File: src/rtl/conv_window_serializer.sv
// Serializes one packed vector of N elements into an N-beat enable stream
// for the conv-unit accumulator, with downstream stall and gap-free chaining.
module conv_window_serializer #(
  parameter int DATAW = 8,
  parameter int N     = 4
) (
  input  logic                 clk,
  input  logic                 reset,
  input  logic                 in_valid,
  input  logic [N*DATAW-1:0]   in_data,
  output logic                 in_ready,
  input  logic                 out_stall,
  output logic                 out_enable,
  output logic [DATAW-1:0]     out_data,
  output logic                 out_last,
  output logic                 busy
);

  localparam int IW = $clog2(N) + 1;
  localparam logic [IW-1:0] LAST_IDX = IW'(N - 1);

  typedef enum logic {IDLE, STREAM} state_t;

  state_t             state;
  logic [IW-1:0]      idx;
  logic [N*DATAW-1:0] hold;

  logic streaming;
  logic at_last;
  logic accept;

  assign streaming  = (state == STREAM);
  assign at_last    = (idx == LAST_IDX);
  assign out_enable = streaming && !out_stall;
  assign out_last   = streaming && at_last;
  assign busy       = streaming;
  // Ready on the final unstalled beat lets the next vector chain without a bubble.
  assign in_ready   = !streaming || (at_last && !out_stall);
  assign accept     = in_valid && in_ready;

  // idx returns to 0 whenever the stream ends, so IDLE presents element 0.
  always_comb begin
    out_data = '0;
    for (int k = 0; k < N; k++) begin
      if (idx == IW'(k)) out_data = hold[k*DATAW +: DATAW];
    end
  end

  always_ff @(posedge clk or negedge reset) begin
    if (!reset) begin
      state <= IDLE;
      idx   <= '0;
      hold  <= '0;
    end else if (accept) begin
      hold  <= in_data;
      idx   <= '0;
      state <= STREAM;
    end else if (out_enable) begin
      if (at_last) begin
        state <= IDLE;
        idx   <= '0;
      end else begin
        idx   <= idx + IW'(1);
      end
    end
  end

endmodule

File: config.mk
export PLATFORM = sky130hd
export DESIGN_NAME = conv_window_serializer
export DESIGN_NICKNAME = d
export VERILOG_FILES = /design/src/rtl/conv_window_serializer.sv
export SDC_FILE = /design/constraint.sdc
export NUM_CORES = 1
export LEC_CHECK = 0
export ABC_AREA = 1
export ABC_CLOCK_PERIOD_IN_PS = 3300
export CAP_MARGIN = 20
export CORE_MARGIN = 2
export CORE_UTILIZATION = 42
export CTS_CLUSTER_SIZE = 10
export DETAILED_ROUTE_END_ITERATION = 16
export PLACE_DENSITY_LB_ADDON = 0.1
export SYNTH_ARGS = -nofsm -noshare
export SYNTH_HDL_FRONTEND = slang
export SYNTH_SLANG_ARGS = --single-unit
File: constraint.sdc
create_clock -name clk -period 3.3 [get_ports clk]
set_input_delay 0.33 -clock clk [delete_from_list [all_inputs] [get_ports clk]]
set_output_delay 0.33 -clock clk [all_outputs]
set_load 0.03 [all_outputs]
# [Word level (Yosys, flattened, before mapping)]
# Cells that the tools add are included.
[totals] out_inout_bits=12 wordCells=28 register_bits=36
[classes] reduce_logical=11 n_eq_ne=3 addsub=1 mux=10
[ops] cell="2-to-1 mux 8 bit" count=4
[ops] cell="2-to-1 mux 3 bit" count=3
[ops] cell="equality test 3 x 2 -> 1 bit (second input constant)" count=2
[ops] cell="logical AND 1 bit" count=4
[ops] cell="nonzero test 2 bit" count=2
[ops] cell="adder 3 x 1 -> 3 bit (second input constant)" count=1
[ops] cell="equality test 3 x 1 -> 1 bit (second input constant)" count=1
[ops] cell="zero test 3 bit" count=1
[ops] cell="2-to-1 mux 1 bit" count=3
[ops] cell="zero test 1 bit" count=2
[ops] cell="AND reduction 2 bit" count=1
[ops] cell="logical OR 1 bit" count=1

# [Logic depth before layout (Yosys ltp)]
# Gate-level depths: netlist of run 1.
[depth] ltp_word=6 mapped_depth=9 depth_no_buf=9

# [Worst setup path before layout of run 1]
# Ideal clock, no wire load.
[synth_timing] kind="reg-to-output" startpoint="reg idx[0]" endpoint="out out_data[0]" setup_slack_ps=1587 n_path_buf=0 stages_incl_launch_ff=9 arrival_ps=1383 cell_sequence="dfrtp_1 inv_1 ha_1 inv_1 nor2_2 inv_1 nand3_1 nand2_1 nand2_1"
[synth_between] elab_chain_len=5 elab_cells_between_ends=8 cone_classes="eq/ne (3); mux (4); reduce/logical (1)"
[synth_rtl] element="from (decl)" line_no="25" source="logic [IW-1:0] idx;"
[synth_rtl] element="from (signal assigned)" line_no="63" source="idx <= idx + IW'(1);"
[synth_rtl] element="zero test 3 bit" line_no="45" source="if (idx == IW'(k)) out_data = hold[k*DATAW +: DATAW];"
[synth_rtl] element="2-to-1 mux 8 bit (3 in a row)" line_no="45"
[synth_rtl] element="2-to-1 mux 8 bit (*)" line_no="45"
[synth_rtl] element="to (decl)" line_no="14" source="output logic [DATAW-1:0] out_data,"
# Mark *: on every way between the ends. The rest lies on a longest branch, timed or not.

# [Worst setup path after layout of run 1]
[layout_timing] startpoint="reg idx[0]" endpoint="out out_data[2]"
# Same word-level chain as after synthesis.

==> flow_metrics.tcl, run 1 <==
set metrics [dict create \
    rsz0062_at_grt "false" \
    crit_arrival_ns 2.37 \
    finalSetupViolCount 0 \
    chipHeight_um 72.7 \
    post_drt_wl_per_cell_um 12.2 \
    crit_required_ns 2.97 \
    clk_pin_slew_ns 0.07 \
    synth_warnings 0 \
    synth_top_area_share 0.455 \
    ctsRootBufferMaster "clkbuf_8" \
    cp_top_family "buffers and inverters" \
    cts.htree.levels 2 \
    ys_seq_area_frac 0.455 \
    areaGrowthSynthToFinish_pct 28.0 \
    synth_nets 313 \
    finalMaxSlewViolations 0 \
    slew_headroom 0.678 \
    fillers 443 \
    syn-cell-area_um2 1980 \
    clockBufferDepth 2 \
    postCtsSetupBuffers 0 \
    p_per_area_nw_per_um2 945 \
    tns_ns 0 \
    drt_iter0_drc 76 \
    yosys-top-cells-area "dfrtp_1, nand2_1, nand3_1, inv_1, buf_6" \
    nNetsFinal 357 \
    max_freq_ghz 0.371 \
    placed_cells 362 \
    ir_worst_vdd_v 0.000380 \
    antenna_found_initial 0 \
    dieArea_um2 5280 \
    p_leak_nw 1.36 \
    endpoint_kind "output pin" \
    drt-total-wl_um 4490 \
    synth.distinct_cells 17 \
    cts_buffers 5 \
    cts_tree "done" \
    ios 48 \
    grt_pass1_vias 1804 \
    cp-start-kind "flip-flop" \
    final_layout_size_suffix_gt1_frac 0.0568 \
    dr_wl_met2_um 2110 \
    crit_top_cell "nand2_1" \
    grt_max_degree 37 \
    hp-class "primary input to async pin" \
    ant_nets 0 \
    initial_core_util 0.446 \
    grt_pass1_wl_um 7870 \
    cpPeakStageDelay_ns 0.66 \
    gp_congestion 0.900 \
    dp_hpwl_um 3260 \
    drt-met1-wl_um 2100 \
    ctsHoldBuffers 0 \
    status "complete, no violations" \
    maxCapViolations 0 \
    die_w_um 72.7 \
    top_layer "met4" \
    finalHoldViolations 0 \
    clock_sinks 36 \
    wl_met3_um 152 \
    rows 24 \
    clock-skew-final_ns 0.00491 \
    io_buffers 47 \
    synth_top_area_cell "dfrtp_1" \
    crit_fanout 8 \
    drc 0 \
    core_um2 4440 \
    fin_crit_ns 2.70 \
    ctsResizeCount 0 \
    antennaDiodeCount 0 \
    vias 1768 \
    period_share 0.818 \
    critPathBufInv 3 \
    syn_area_per_cell_um2 7.26 \
    critical_path_class "flip-flop to output pin" \
    worstMarginPinSlew_ns 0.483 \
    grt-ovfl-total 0 \
    ys_seq_elements 36 \
    dp_slack_ns 0.920 \
    grt_usage 0.191 \
    clock_latency_ns 0.29 \
    synth_cells 273 \
    slowest_stage "clkdlybuf4s50_1" \
    final_cell_count_no_fill 369 \
    fin_ws_ns 0.602 \
    path_cells "inv_1 -> ha_1 -> inv_1 -> nor2_1 -> nand2_1 -> nand3_1 -> nand2_1 -> nand2_1 -> clkdlybuf4s50_1" \
    firstDrtPassIters 4 \
    viasPerCell 4.79 \
]
[final timing paths]
path                           from          end  slack (ns)  depth (start not counted)
max reg2reg                  idx[1]      hold[8]        1.47                          7
max in group asynchronous     reset     hold[25]        2.53                          2
min reg2reg                hold[31]     hold[31]        0.47                          2
min                           reset     hold[14]        0.45                          2
max                          idx[0]  out_data[2]        0.60                          9
min in group clk           hold[31]     hold[31]        0.47                          2
[per-stage QoR]
stage	utilization	power [W]	hold slack, ns	instance area (um2)
5_1_grt	0.571	0.00261	0.504	2540
6_report	0.571	0.00240	0.455	2540
4_1_cts	0.571	0.00242	0.478	2540
3_3_place_gp	0.549	0.00205	0.456	2440
3_5_place_dp	0.549	0.00207	0.459	2440
2_1_floorplan	-	0.00166	0.0344	1980
[registers in the layout, indices dropped and copies added, names as in the netlist]
name and count:
idx 3, hold 32, busy 1
[per-layer routing]
metal,track usage,up-vias
met1,0.246,798
met5,0,-
li1,-,917
met4,0.0885,0
met3,0.0345,11
met2,0.314,42
[cell usage after synthesis]
| cell | instances |
|---|---|
| nand2_1 | 114 |
| ha_1 | 4 |
| buf_6 | 5 |
| nor2_2 | 1 |
| nand2_4 | 3 |
| inv_2 | 2 |
| buf_4 | 3 |
| inv_1 | 32 |
| buf_2 | 3 |
| nand4_1 | 1 |
| clkbuf_2 | 1 |
| nor2_1 | 11 |
| dfrtp_1 | 36 |
| clkbuf_1 | 2 |
| nand3_2 | 1 |
| nand3_1 | 50 |
| o21ai_0 | 4 |
[power by group]
part           total (W)  internal (W)  switching (W)  leakage, nW
Clock           0.000338      0.000186       0.000153       0.0503
Combinational    0.00129      0.000488       0.000804        0.861
Sequential      0.000765      0.000643       0.000123        0.447
Total            0.00240       0.00132        0.00108         1.36
[layout by cell type (no fill, tap or decap), types with 2 or more instances in the layout]
cell type        instances
nand2_1                114
o21ai_0                  4
nand2_4                  3
clkbuf_8                 7
nor2_1                  11
dfrtp_1                 36
clkdlybuf4s50_1         47
buf_4                    4
nand3_1                 50
inv_1                   32
inv_2                    2
ha_1                     4
[logic make-up (layout without fill, tap and decap cells)]
kind of cell / Yosys count / count (layout) / synth area share
adder cells (fa/ha/maj): 4 / 4 / 0.0253
AND/OR/NAND/NOR: 181 / 181 / 0.392
flip-flops: 36 / 36 / 0.455
AO/OA/AOI/OAI: 4 / 4 / 0.0101
buffers and inverters: 48 / 92 / 0.118
[layout make-up]
| cell class | instances | area (um2) | area share |
|---|---|---|---|
| multi-input combinational | 189 | 846 | 0.333 |
| inverter | 34 | 128 | 0.0503 |
| timing repair buffer | 51 | 500 | 0.197 |
| sequential | 36 | 901 | 0.355 |
| clock buffer | 7 | 96.3 | 0.0380 |
| tap | 52 | 65.1 | 0.0257 |
Note: power is estimated with default switching activity, not from simulation.
==> inputs of run 2 (changes only) <==
Settings changed: ABC_CLOCK_PERIOD_IN_PS 3300 to 2700.
Clock period 3.3 ns to 2.7 ns, I/O delays scaled along.
==> run 2 against run 1 <==
  * Flip-flop and latch count unchanged
  * Sequential power is 22% higher
  * Total power is 21% higher
  * Via count shrank 1.9%
  * Worst setup slack got worse by 0.16 ns
  * Combinational power grew 22%
  * Critical path depth unchanged
  * Register-to-register slack worse by 0.40 ns
  * Routed wire length is 2.4% higher
==> flow_metrics.tcl, run 2 (same netlist as run 1, synthesis figures left out) <==
set metrics [dict create \
    io_buffers 47 \
    drt-total-wl_um 4590 \
    drt_iter0_drc 102 \
    viasPerCell 4.67 \
    rows 24 \
    initial_core_util 0.446 \
    drc 0 \
    antenna_found_initial 0 \
    largest_reg_flops 32 \
    final_cell_count_no_fill 371 \
    core_um2 4440 \
    antennaDiodeCount 0 \
    nNetsFinal 358 \
    grt_pass1_vias 1752 \
    clockBufferDepth 2 \
    max_freq_ghz 0.443 \
    maxCapViolations 0 \
    finalHoldViolations 0 \
    crit_required_ns 2.43 \
    clock_sinks 36 \
    grt_max_degree 37 \
    hp-class "primary input to async pin" \
    crit_fanout 9 \
    post_drt_wl_per_cell_um 12.4 \
    seqPwrFrac 0.322 \
    status "complete, no violations" \
    placed_cells 363 \
    cts_buffers 5 \
    power.share.switching 0.456 \
    chipHeight_um 72.7 \
    layout_common_cells "nand2_1, nand3_1, clkdlybuf4s50_1, dfrtp_1, inv_1" \
    grt_usage 0.200 \
    gp_congestion 0.906 \
    ir_worst_vdd_v 0.000620 \
    dp_hpwl_um 3360 \
    grt_pass1_wl_um 8050 \
    switchingPower_w 0.00132 \
    critical_path_class "flip-flop to output pin" \
    period_share 0.836 \
    ctsHoldBuffers 0 \
    design_area_um2 2560 \
    firstDrtPassIters 4 \
    clk_pin_slew_ns 0.07 \
    crit_start "idx[0]" \
    ctsRootBufferMaster "clkbuf_8" \
    cp-start-kind "flip-flop" \
    finalSetupViolCount 0 \
    place_area_um2 2450 \
    vias 1734 \
    finalMaxSlewViolations 0 \
    crit_arrival_ns 1.99 \
    endpoint_kind "output pin" \
    worstMarginPinSlew_ns 0.523 \
    cts_tree "done" \
    rsz0062_at_grt "false" \
    fillers 451 \
    slew_headroom 0.651 \
    final_layout_size_suffix_gt1_frac 0.0596 \
    reg2reg_from "idx[2]" \
    clock_latency_ns 0.29 \
    die_w_um 72.7 \
    tns_ns 0 \
    p_int_w 0.00158 \
    comb_power_share 0.543 \
    p_leak_nw 1.47 \
    dieArea_um2 5280 \
    fin_crit_ns 2.26 \
    areaGrowthSynthToFinish_pct 29.2 \
    p_per_area_nw_per_um2 1130 \
    grt-ovfl-total 0 \
    clkPwrFrac 0.135 \
    ant_nets 0 \
    final_common_cell "nand2_1" \
    ios 48 \
    clock-skew-final_ns 0.00614 \
    cts.htree.levels 2 \
    largest_register "hold" \
]
## run 2: changes by cell type in the layout (fill, tap and decap cells not counted)
cell | before | now
buf_4 | 4 | 5
clkbuf_1 | 0 | 2
clkbuf_8 | 7 | 6
clkdlybuf4s50_1 | 47 | 39
dlymetal6s2s_1 | 0 | 8
nor2_1 | 11 | 10
nor2_2 | 1 | 2
## run 2: path summary, 6_finish.rpt
check	slack (ns)	to	cells after the start
max	0.44	out_data[6]	9
min	0.39	hold[12]	2
max reg2reg	1.07	hold[1]	7
min reg2reg	0.48	hold[21]	2
max in group asynchronous	1.97	hold[27]	2
min in group clk	0.48	hold[21]	2
## run 2: final cells by class
| type | count | area, um2 | area share |
|---|---|---|---|
| sequential | 36 | 901 | 0.352 |
| multi-input combinational | 189 | 848 | 0.331 |
| timing repair buffer | 52 | 528 | 0.206 |
| inverter | 34 | 128 | 0.0499 |
| clock buffer | 8 | 90.1 | 0.0352 |
| tap | 52 | 65.1 | 0.0254 |
## run 2: power groups by stage
stage | Sequential [W] | Clock [W] | Combinational (W)
3_5_place_dp | 0.000944 | 0 | 0.00160
6_report | 0.000934 | 0.000393 | 0.00157
5_1_grt | 0.000972 | 0.000432 | 0.00179
4_1_cts | 0.000935 | 0.000400 | 0.00162
3_3_place_gp | 0.000936 | 0 | 0.00160
2_1_floorplan | 0.000908 | 0 | 0.00112
## run 2: repair_timing
action | CTS | global route
hold endpoints to repair | 0 | 0
setup endpoints to repair | 0 | 8
resized for setup | 0 | 9
buffers inserted | 0 | 0
## run 2: per-stage QoR
| step | power [W] | utilization | hold slack (ns) | setup slack [ns] |
|---|---|---|---|---|
| 6_report | 0.00290 | 0.576 | 0.395 | 0.443 |
| 4_1_cts | 0.00295 | 0.571 | 0.415 | 0.0440 |
| 3_3_place_gp | 0.00253 | 0.551 | 0.456 | 0.387 |
| 3_5_place_dp | 0.00255 | 0.551 | 0.458 | 0.359 |
| 5_1_grt | 0.00319 | 0.576 | 0.435 | 0.218 |
| 2_1_floorplan | 0.00202 | - | -0.0256 | 1.05 |
## run 2: worst max-delay path, cell delays in order (launching register included)
cell and delay, ns:
dfrtp_1 0.40, inv_1 0.12, ha_1 0.15, inv_1 0.04, nor2_2 0.24, inv_1 0.21
nand3_1 0.12, nand2_1 0.06, nand2_1 0.06, dlymetal6s2s_1 0.28
## run 2: layer usage
metal,wire [um],global-route usage,up-vias
met1,2230,0.264,759
met2,2100,0.326,38
li1,-,-,926
met3,166,0.0442,11
met5,0,0,-
met4,96,0.0700,0
